===== config.mk =====
export PLATFORM = sky130hd
export DESIGN_NAME = seg7_display_reader
export DESIGN_NICKNAME = d
export VERILOG_FILES = /design/src/rtl/seg7_display_reader.sv
export SDC_FILE = /design/constraint.sdc
export NUM_CORES = 1
export LEC_CHECK = 0
export BUFFER_PORTS_ARGS = -buffer_cell sky130_fd_sc_hd__buf_2
export CAP_MARGIN = 25
export CORE_ASPECT_RATIO = 0.75
export CORE_UTILIZATION = 55
export DETAILED_ROUTE_END_ITERATION = 16
export GPL_TIMING_DRIVEN = 1
export MAX_ROUTING_LAYER = met4
export PLACE_DENSITY = 0.74
export SETUP_SLACK_MARGIN = 0.3
export SLEW_MARGIN = 20
export SYNTH_ARGS = -nofsm -noshare
export SYNTH_HDL_FRONTEND = slang
export SYNTH_SLANG_ARGS = --single-unit

===== constraint.sdc =====
create_clock -name CLK_50 -period 5.7 [get_ports CLK_50]
set_clock_uncertainty 0.2 [all_clocks]
set_input_delay 0.285 -clock CLK_50 [delete_from_list [all_inputs] [get_ports CLK_50]]
set_output_delay 0.285 -clock CLK_50 [all_outputs]
set_load 0.02 [all_outputs]

===== src/rtl/seg7_display_reader.sv =====
// Reader for the six-digit seven-segment display bus. It waits until a frame is stable,
// decodes one digit per cycle and presents the decoded frame through a valid/ready handshake.
module seg7_display_reader #(
    parameter int unsigned STABLE_CYCLES = 4,
    parameter bit          ACTIVE_LOW    = 1'b1
) (
    input  logic        CLK_50,
    input  logic        rst_n,
    input  logic [7:0]  disp0,
    input  logic [7:0]  disp1,
    input  logic [7:0]  disp2,
    input  logic [7:0]  disp3,
    input  logic [7:0]  disp4,
    input  logic [7:0]  disp5,
    input  logic        out_ready,
    output logic        out_valid,
    output logic [23:0] digits,
    output logic [5:0]  blank_mask,
    output logic [5:0]  minus_mask,
    output logic [5:0]  dp_mask,
    output logic [5:0]  err_mask,
    output logic        err
);

    typedef enum logic [1:0] {IDLE, SCAN, LOAD, PRESENT} state_e;

    typedef struct packed {
        logic [3:0] nib;
        logic       blank;
        logic       minus;
        logic       dp;
        logic       bad;
    } dec_t;

    localparam logic [7:0] STABLE_MAX = 8'(STABLE_CYCLES);

    // Bytes are normalised to active-low form; the dp bit is split off before the lookup.
    function automatic dec_t decode(input logic [7:0] raw);
        logic [7:0] c;
        dec_t       r;
        c    = ACTIVE_LOW ? raw : ~raw;
        r    = '0;
        r.dp = ~c[7];
        case (c[6:0])
            7'h40: r.nib = 4'h0;
            7'h79: r.nib = 4'h1;
            7'h24: r.nib = 4'h2;
            7'h30: r.nib = 4'h3;
            7'h19: r.nib = 4'h4;
            7'h12: r.nib = 4'h5;
            7'h02: r.nib = 4'h6;
            7'h78: r.nib = 4'h7;
            7'h00: r.nib = 4'h8;
            7'h10: r.nib = 4'h9;
            7'h08: r.nib = 4'hA;
            7'h03: r.nib = 4'hB;
            7'h46: r.nib = 4'hC;
            7'h21: r.nib = 4'hD;
            7'h06: r.nib = 4'hE;
            7'h0E: r.nib = 4'hF;
            7'h7F: r.blank = 1'b1;
            7'h3F: r.minus = 1'b1;
            default: r.bad = 1'b1;
        endcase
        return r;
    endfunction

    logic [47:0] frame_in;
    assign frame_in = {disp5, disp4, disp3, disp2, disp1, disp0};

    state_e      state_q, state_d;
    logic [7:0]  cnt_q, cnt_d;
    logic [47:0] sample_q;
    logic [47:0] snap_q, snap_d;
    logic [47:0] last_q, last_d;
    logic        last_vld_q, last_vld_d;
    logic [2:0]  idx_q, idx_d;
    logic [23:0] acc_dig_q, acc_dig_d;
    logic [5:0]  acc_blank_q, acc_blank_d;
    logic [5:0]  acc_minus_q, acc_minus_d;
    logic [5:0]  acc_dp_q, acc_dp_d;
    logic [5:0]  acc_err_q, acc_err_d;
    logic        valid_q, valid_d;
    logic [23:0] dig_q, dig_d;
    logic [5:0]  blank_q, blank_d;
    logic [5:0]  minus_q, minus_d;
    logic [5:0]  dp_q, dp_d;
    logic [5:0]  errm_q, errm_d;
    logic        err_q, err_d;

    logic        stable;
    logic        fresh;
    logic [7:0]  snap_byte;
    dec_t        dec;

    always_comb begin
        cnt_d = '0;
        if (frame_in == sample_q) begin
            cnt_d = (cnt_q == STABLE_MAX) ? cnt_q : cnt_q + 8'd1;
        end
    end

    // Stability is judged on the count including this edge's sample.
    assign stable = (cnt_d == STABLE_MAX);
    assign fresh  = !last_vld_q || (frame_in != last_q);

    always_comb begin
        snap_byte = '0;
        for (int unsigned i = 0; i < 6; i++) begin
            if (idx_q == 3'(i)) snap_byte = snap_q[8*i +: 8];
        end
    end

    assign dec = decode(snap_byte);

    always_comb begin
        state_d     = state_q;
        snap_d      = snap_q;
        last_d      = last_q;
        last_vld_d  = last_vld_q;
        idx_d       = idx_q;
        acc_dig_d   = acc_dig_q;
        acc_blank_d = acc_blank_q;
        acc_minus_d = acc_minus_q;
        acc_dp_d    = acc_dp_q;
        acc_err_d   = acc_err_q;
        valid_d     = valid_q;
        dig_d       = dig_q;
        blank_d     = blank_q;
        minus_d     = minus_q;
        dp_d        = dp_q;
        errm_d      = errm_q;
        err_d       = err_q;
        case (state_q)
            IDLE: begin
                if (stable && fresh) begin
                    snap_d  = frame_in;
                    idx_d   = '0;
                    state_d = SCAN;
                end
            end
            SCAN: begin
                for (int unsigned i = 0; i < 6; i++) begin
                    if (idx_q == 3'(i)) begin
                        acc_dig_d[4*i +: 4] = dec.nib;
                        acc_blank_d[i]      = dec.blank;
                        acc_minus_d[i]      = dec.minus;
                        acc_dp_d[i]         = dec.dp;
                        acc_err_d[i]        = dec.bad;
                    end
                end
                if (idx_q == 3'd5) state_d = LOAD;
                else               idx_d   = idx_q + 3'd1;
            end
            LOAD: begin
                dig_d   = acc_dig_q;
                blank_d = acc_blank_q;
                minus_d = acc_minus_q;
                dp_d    = acc_dp_q;
                errm_d  = acc_err_q;
                err_d   = |acc_err_q;
                valid_d = 1'b1;
                state_d = PRESENT;
            end
            PRESENT: begin
                if (valid_q && out_ready) begin
                    last_d     = snap_q;
                    last_vld_d = 1'b1;
                    valid_d    = 1'b0;
                    state_d    = IDLE;
                end
            end
            default: state_d = IDLE;
        endcase
    end

    always_ff @(posedge CLK_50 or negedge rst_n) begin
        if (!rst_n) begin
            state_q     <= IDLE;
            cnt_q       <= '0;
            sample_q    <= '0;
            snap_q      <= '0;
            last_q      <= '0;
            last_vld_q  <= 1'b0;
            idx_q       <= '0;
            acc_dig_q   <= '0;
            acc_blank_q <= '0;
            acc_minus_q <= '0;
            acc_dp_q    <= '0;
            acc_err_q   <= '0;
            valid_q     <= 1'b0;
            dig_q       <= '0;
            blank_q     <= '0;
            minus_q     <= '0;
            dp_q        <= '0;
            errm_q      <= '0;
            err_q       <= 1'b0;
        end else begin
            state_q     <= state_d;
            cnt_q       <= cnt_d;
            sample_q    <= frame_in;
            snap_q      <= snap_d;
            last_q      <= last_d;
            last_vld_q  <= last_vld_d;
            idx_q       <= idx_d;
            acc_dig_q   <= acc_dig_d;
            acc_blank_q <= acc_blank_d;
            acc_minus_q <= acc_minus_d;
            acc_dp_q    <= acc_dp_d;
            acc_err_q   <= acc_err_d;
            valid_q     <= valid_d;
            dig_q       <= dig_d;
            blank_q     <= blank_d;
            minus_q     <= minus_d;
            dp_q        <= dp_d;
            errm_q      <= errm_d;
            err_q       <= err_d;
        end
    end

    assign out_valid  = valid_q;
    assign digits     = dig_q;
    assign blank_mask = blank_q;
    assign minus_mask = minus_q;
    assign dp_mask    = dp_q;
    assign err_mask   = errm_q;
    assign err        = err_q;

endmodule


==> flow_metrics.py <==
metrics = {
    "outcome": {
        "run_status": "finished, final reports clean",
    },
    "timing": {
        "relSlewSlack": 0.3481,
        "fin_crit_ns": 4.187,
        "period_share": 0.7345,
        "grt_setup_unrepaired": "no",
        "setup_violations": 0,
        "setup_slack_ns": 1.513,
        "tightestPinTransition_ns": 0.9778,
        "maxSlewViolCount": 0,
        "hold_violations": 0,
        "fin_tns_setup_ns": 0,
        "max_freq_ghz": 0.2388,
    },
    "global_route": {
        "grt_pass1_vias": 7880,
        "grt_max_degree": 130,
        "grtUsageTotal": 0.2758,
        "grt_overflow_total": 0,
        "antenna_found_initial": 0,
        "grt_pass1_wl_um": 44270,
    },
    "logic_synthesis": {
        "syn_area_per_cell_um2": 12.08,
        "synth.cell_area_um2": 11500,
        "synthTopCellsByCount": "256 x dfrtp_1, 142 x mux2_2, 90 x xnor2_1",
        "yosys.area.top_type_share": 0.5572,
        "syn_inst": 952,
        "yosys-mux-area-fraction": 0.1418,
        "ys_seq_area_frac": 0.5572,
        "synth_top_family_by_area": "multiplexers",
        "synth_edf_count": 0,
        "synth_most_common_cell": "dfrtp_1",
        "ys_types": 62,
        "synth_compound_area_frac": 0.07825,
        "yosys.area_share.xor_xnor": 0.07542,
        "postSynthNetCount": 1015,
        "synth_seq_cells": 256,
        "yosysWarnings": 0,
        "async_flop_share": 1.000,
        "synth_flop_cell": "dfrtp_1",
        "synth_top_cell_by_area": "dfrtp_1",
        "yosys.area_share.simple": 0.1132,
        "synth_fa_ha_area_frac": 0.01306,
        "synth.area.top_cells": "dfrtp_1 56%, mux2_2 14%, xnor2_1 6.9%, nand2_1 2.2%, nand4_1 1.7%",
    },
    "setup_path": {
        "critPathMaxStageDelay_ns": 0.81,
        "critical_path_class": "primary input to flip-flop",
        "crit_path_end_kind": "flip-flop",
        "critPathLaunchType": "primary input",
        "cp.arrival_ns": 4.38,
        "path_delay_family": "simple AND/OR/NAND/NOR gates",
        "cp.required_ns": 5.90,
        "r2r-start": "idx_q[1]$_DFFE_PN0P_",
        "cp_cell_sequence": "dlygate4sd3_1, buf_2, xnor2_1, nand4_1, nor4_1, nand3_1, a2111o_1, nor2_4, buf_4, mux2_2",
        "reg2regPathDepth": 9,
        "r2r_slack_ns": 1.57,
        "crit_slowest_cell": "nor4_1",
        "worstReg2RegEnd": "acc_dig_q[13]$_DFFE_PN0P_",
        "cp_max_fo": 48,
        "worst-path-buf-inv": 3,
    },
    "floorplanning": {
        "num_rows": 45,
        "die_y_um": 127.2,
        "core_area_um2": 20380,
        "boundaryPins": 101,
        "die_area_um2": 21490,
        "initial_core_util": 0.5640,
        "die_w_um": 168.9,
    },
    "clocking": {
        "cts_resized": 0,
        "cts.path.max_buffers": 3,
        "cts_buffers": 25,
        "htree_num_levels": 1,
        "path_clk_slew_ns": 0.06,
        "clock-sinks": 256,
        "clock_latency_ns": 0.53,
        "cts-root-buf": "clkbuf_16",
        "cts_tree": "built",
        "post_cts_buffers": 0,
        "ctsHoldBuffers": 50,
    },
    "placed_design": {
        "io_buffers": 100,
        "post_dp_cell_area_um2": 12250,
        "dp_hpwl_um": 18830,
        "pre_cts_slack_ns": 1.713,
        "gp_congestion": 0.8893,
    },
    "drt": {
        "route.detailed.drc": 0,
        "wirelength_um": 27350,
        "first_pass_iters": 6,
        "viasPerCell": 5.728,
        "routed-via-count": 7973,
        "drt-wirelength-per-cell_um": 19.65,
        "final_antenna_net_count": 0,
        "drt_iter0_drc": 614,
    },
    "cells_and_area": {
        "multi_input_comb_area_um2": 4863,
        "n_antenna_cell": 0,
        "drive_gt1_frac": 0.2667,
        "fin_nets": 1156,
        "regArea_um2": 6406,
        "fillers": 1567,
        "design_area_um2": 13590,
        "final_util": 0.6668,
        "areaGrowthSynthToFinish_pct": 18.22,
    },
    "power": {
        "power.density_nw_per_um2": 416.1,
        "total_power_w": 0.005655,
        "p_leak_nw": 6.174,
        "peakVddDrop_uv": 242.0,
    },
    "flow_run": {
        "max_cap_viol_count": 0,
    },
    "hold_path": {
        "min_path_type": "primary input to asynchronous set/reset pin",
    },
}
-- through the flow --
stage	hold WS (ns)	std cells
after floorplan	-0.2106	952
after global placement	0.2505	1298
after detailed placement	0.2540	1298
after CTS	0.2427	1392
after global routing	0.2648	1392
final	0.2356	1392
-- state kept, by name, indices dropped and copies added (netlist names), 6 cells and up --
| register | cells |
|---|---|
| minus_mask | 6 |
| acc_dp_q | 6 |
| acc_err_q | 6 |
| last_q | 48 |
| acc_blank_q | 6 |
| acc_dig_q | 24 |
| snap_q | 48 |
| err_mask | 6 |
| sample_q | 48 |
| acc_minus_q | 6 |
| blank_mask | 6 |
| cnt_q | 8 |
| dp_mask | 6 |
| digits | 24 |
-- routing by layer --
metal  wire length [um]  global-route usage
met5                  0                   -
met2              11600              0.3845
met4                476             0.05348
met3               1976             0.06846
met1              13300              0.4101
-- power by group --
group	switching, W	total, W	internal (W)	leakage, nW
registers	0.000170	0.00226	0.00209	3.32
logic	0.00102	0.00169	0.000663	2.43
clock network	0.000692	0.00171	0.00102	0.417
total	0.00188	0.00565	0.00377	6.17
-- final cells by class --
class	instances	share of cell area
Sequential cell	256	0.4714
Inverter	15	0.004143
Tap cell	282	0.02596
Timing Repair Buffer	156	0.07862
Clock buffer	32	0.04944
Multi-Input combinational cell	639	0.3579
Clock inverter	12	0.01261
-- cells in the final DEF (no fill, tap or decap), drive strengths merged, types with 10 or more instances in the layout --
cell type	n
dfrtp	256
mux2	143
buf	106
xnor2	90
nand2	66
dlygate4sd3	50
nor2	45
o21ai	33
clkbuf	32
nand4	31
nor3	19
nand2b	19
nand3	19
inv	16
a31oi	15
a21oi	15
nor4	12
ha	12
a211oi	10
and2	10
-- worst register-to-register path: cells and delay by family, from the launching register on --
kind | cells | cell delay, ns
compound gates | 5 | 2.03
fa+ha+maj | 1 | 0.80
buf+inv | 2 | 0.35
flops | 1 | 0.44
simple gates | 1 | 0.17
-- cell families (layout without fill, tap and decap cells) --
family / after synthesis / after routing
flip-flops: 256 / 256
buffers and inverters: 57 / 215
AND/OR/NAND/NOR: 253 / 253
adder cells (fa/ha/maj): 12 / 12
XOR/XNOR: 99 / 99
multiplexers: 145 / 145
AO/OA/AOI/OAI: 130 / 130
-- worst max-delay path by stage --
stage / startpoint / end / slack [ns] / cells after the start
after floorplan: idx_q[0]$_DFFE_PN0P_ / acc_dig_q[13]$_DFFE_PN0P_ / 2.65 / 12
after global placement: idx_q[1]$_DFFE_PN0P_ / acc_dig_q[5]$_DFFE_PN0P_ / 1.72 / 9
after detailed placement: idx_q[1]$_DFFE_PN0P_ / acc_dig_q[5]$_DFFE_PN0P_ / 1.71 / 9
after CTS: idx_q[1]$_DFFE_PN0P_ / acc_dig_q[21]$_DFFE_PN0P_ / 1.66 / 9
after global routing: idx_q[1]$_DFFE_PN0P_ / acc_dig_q[21]$_DFFE_PN0P_ / 1.22 / 9
final: disp2[4] / snap_q[22]$_DFFE_PN0P_ / 1.51 / 10
Power figures use the tool's default switching activity.
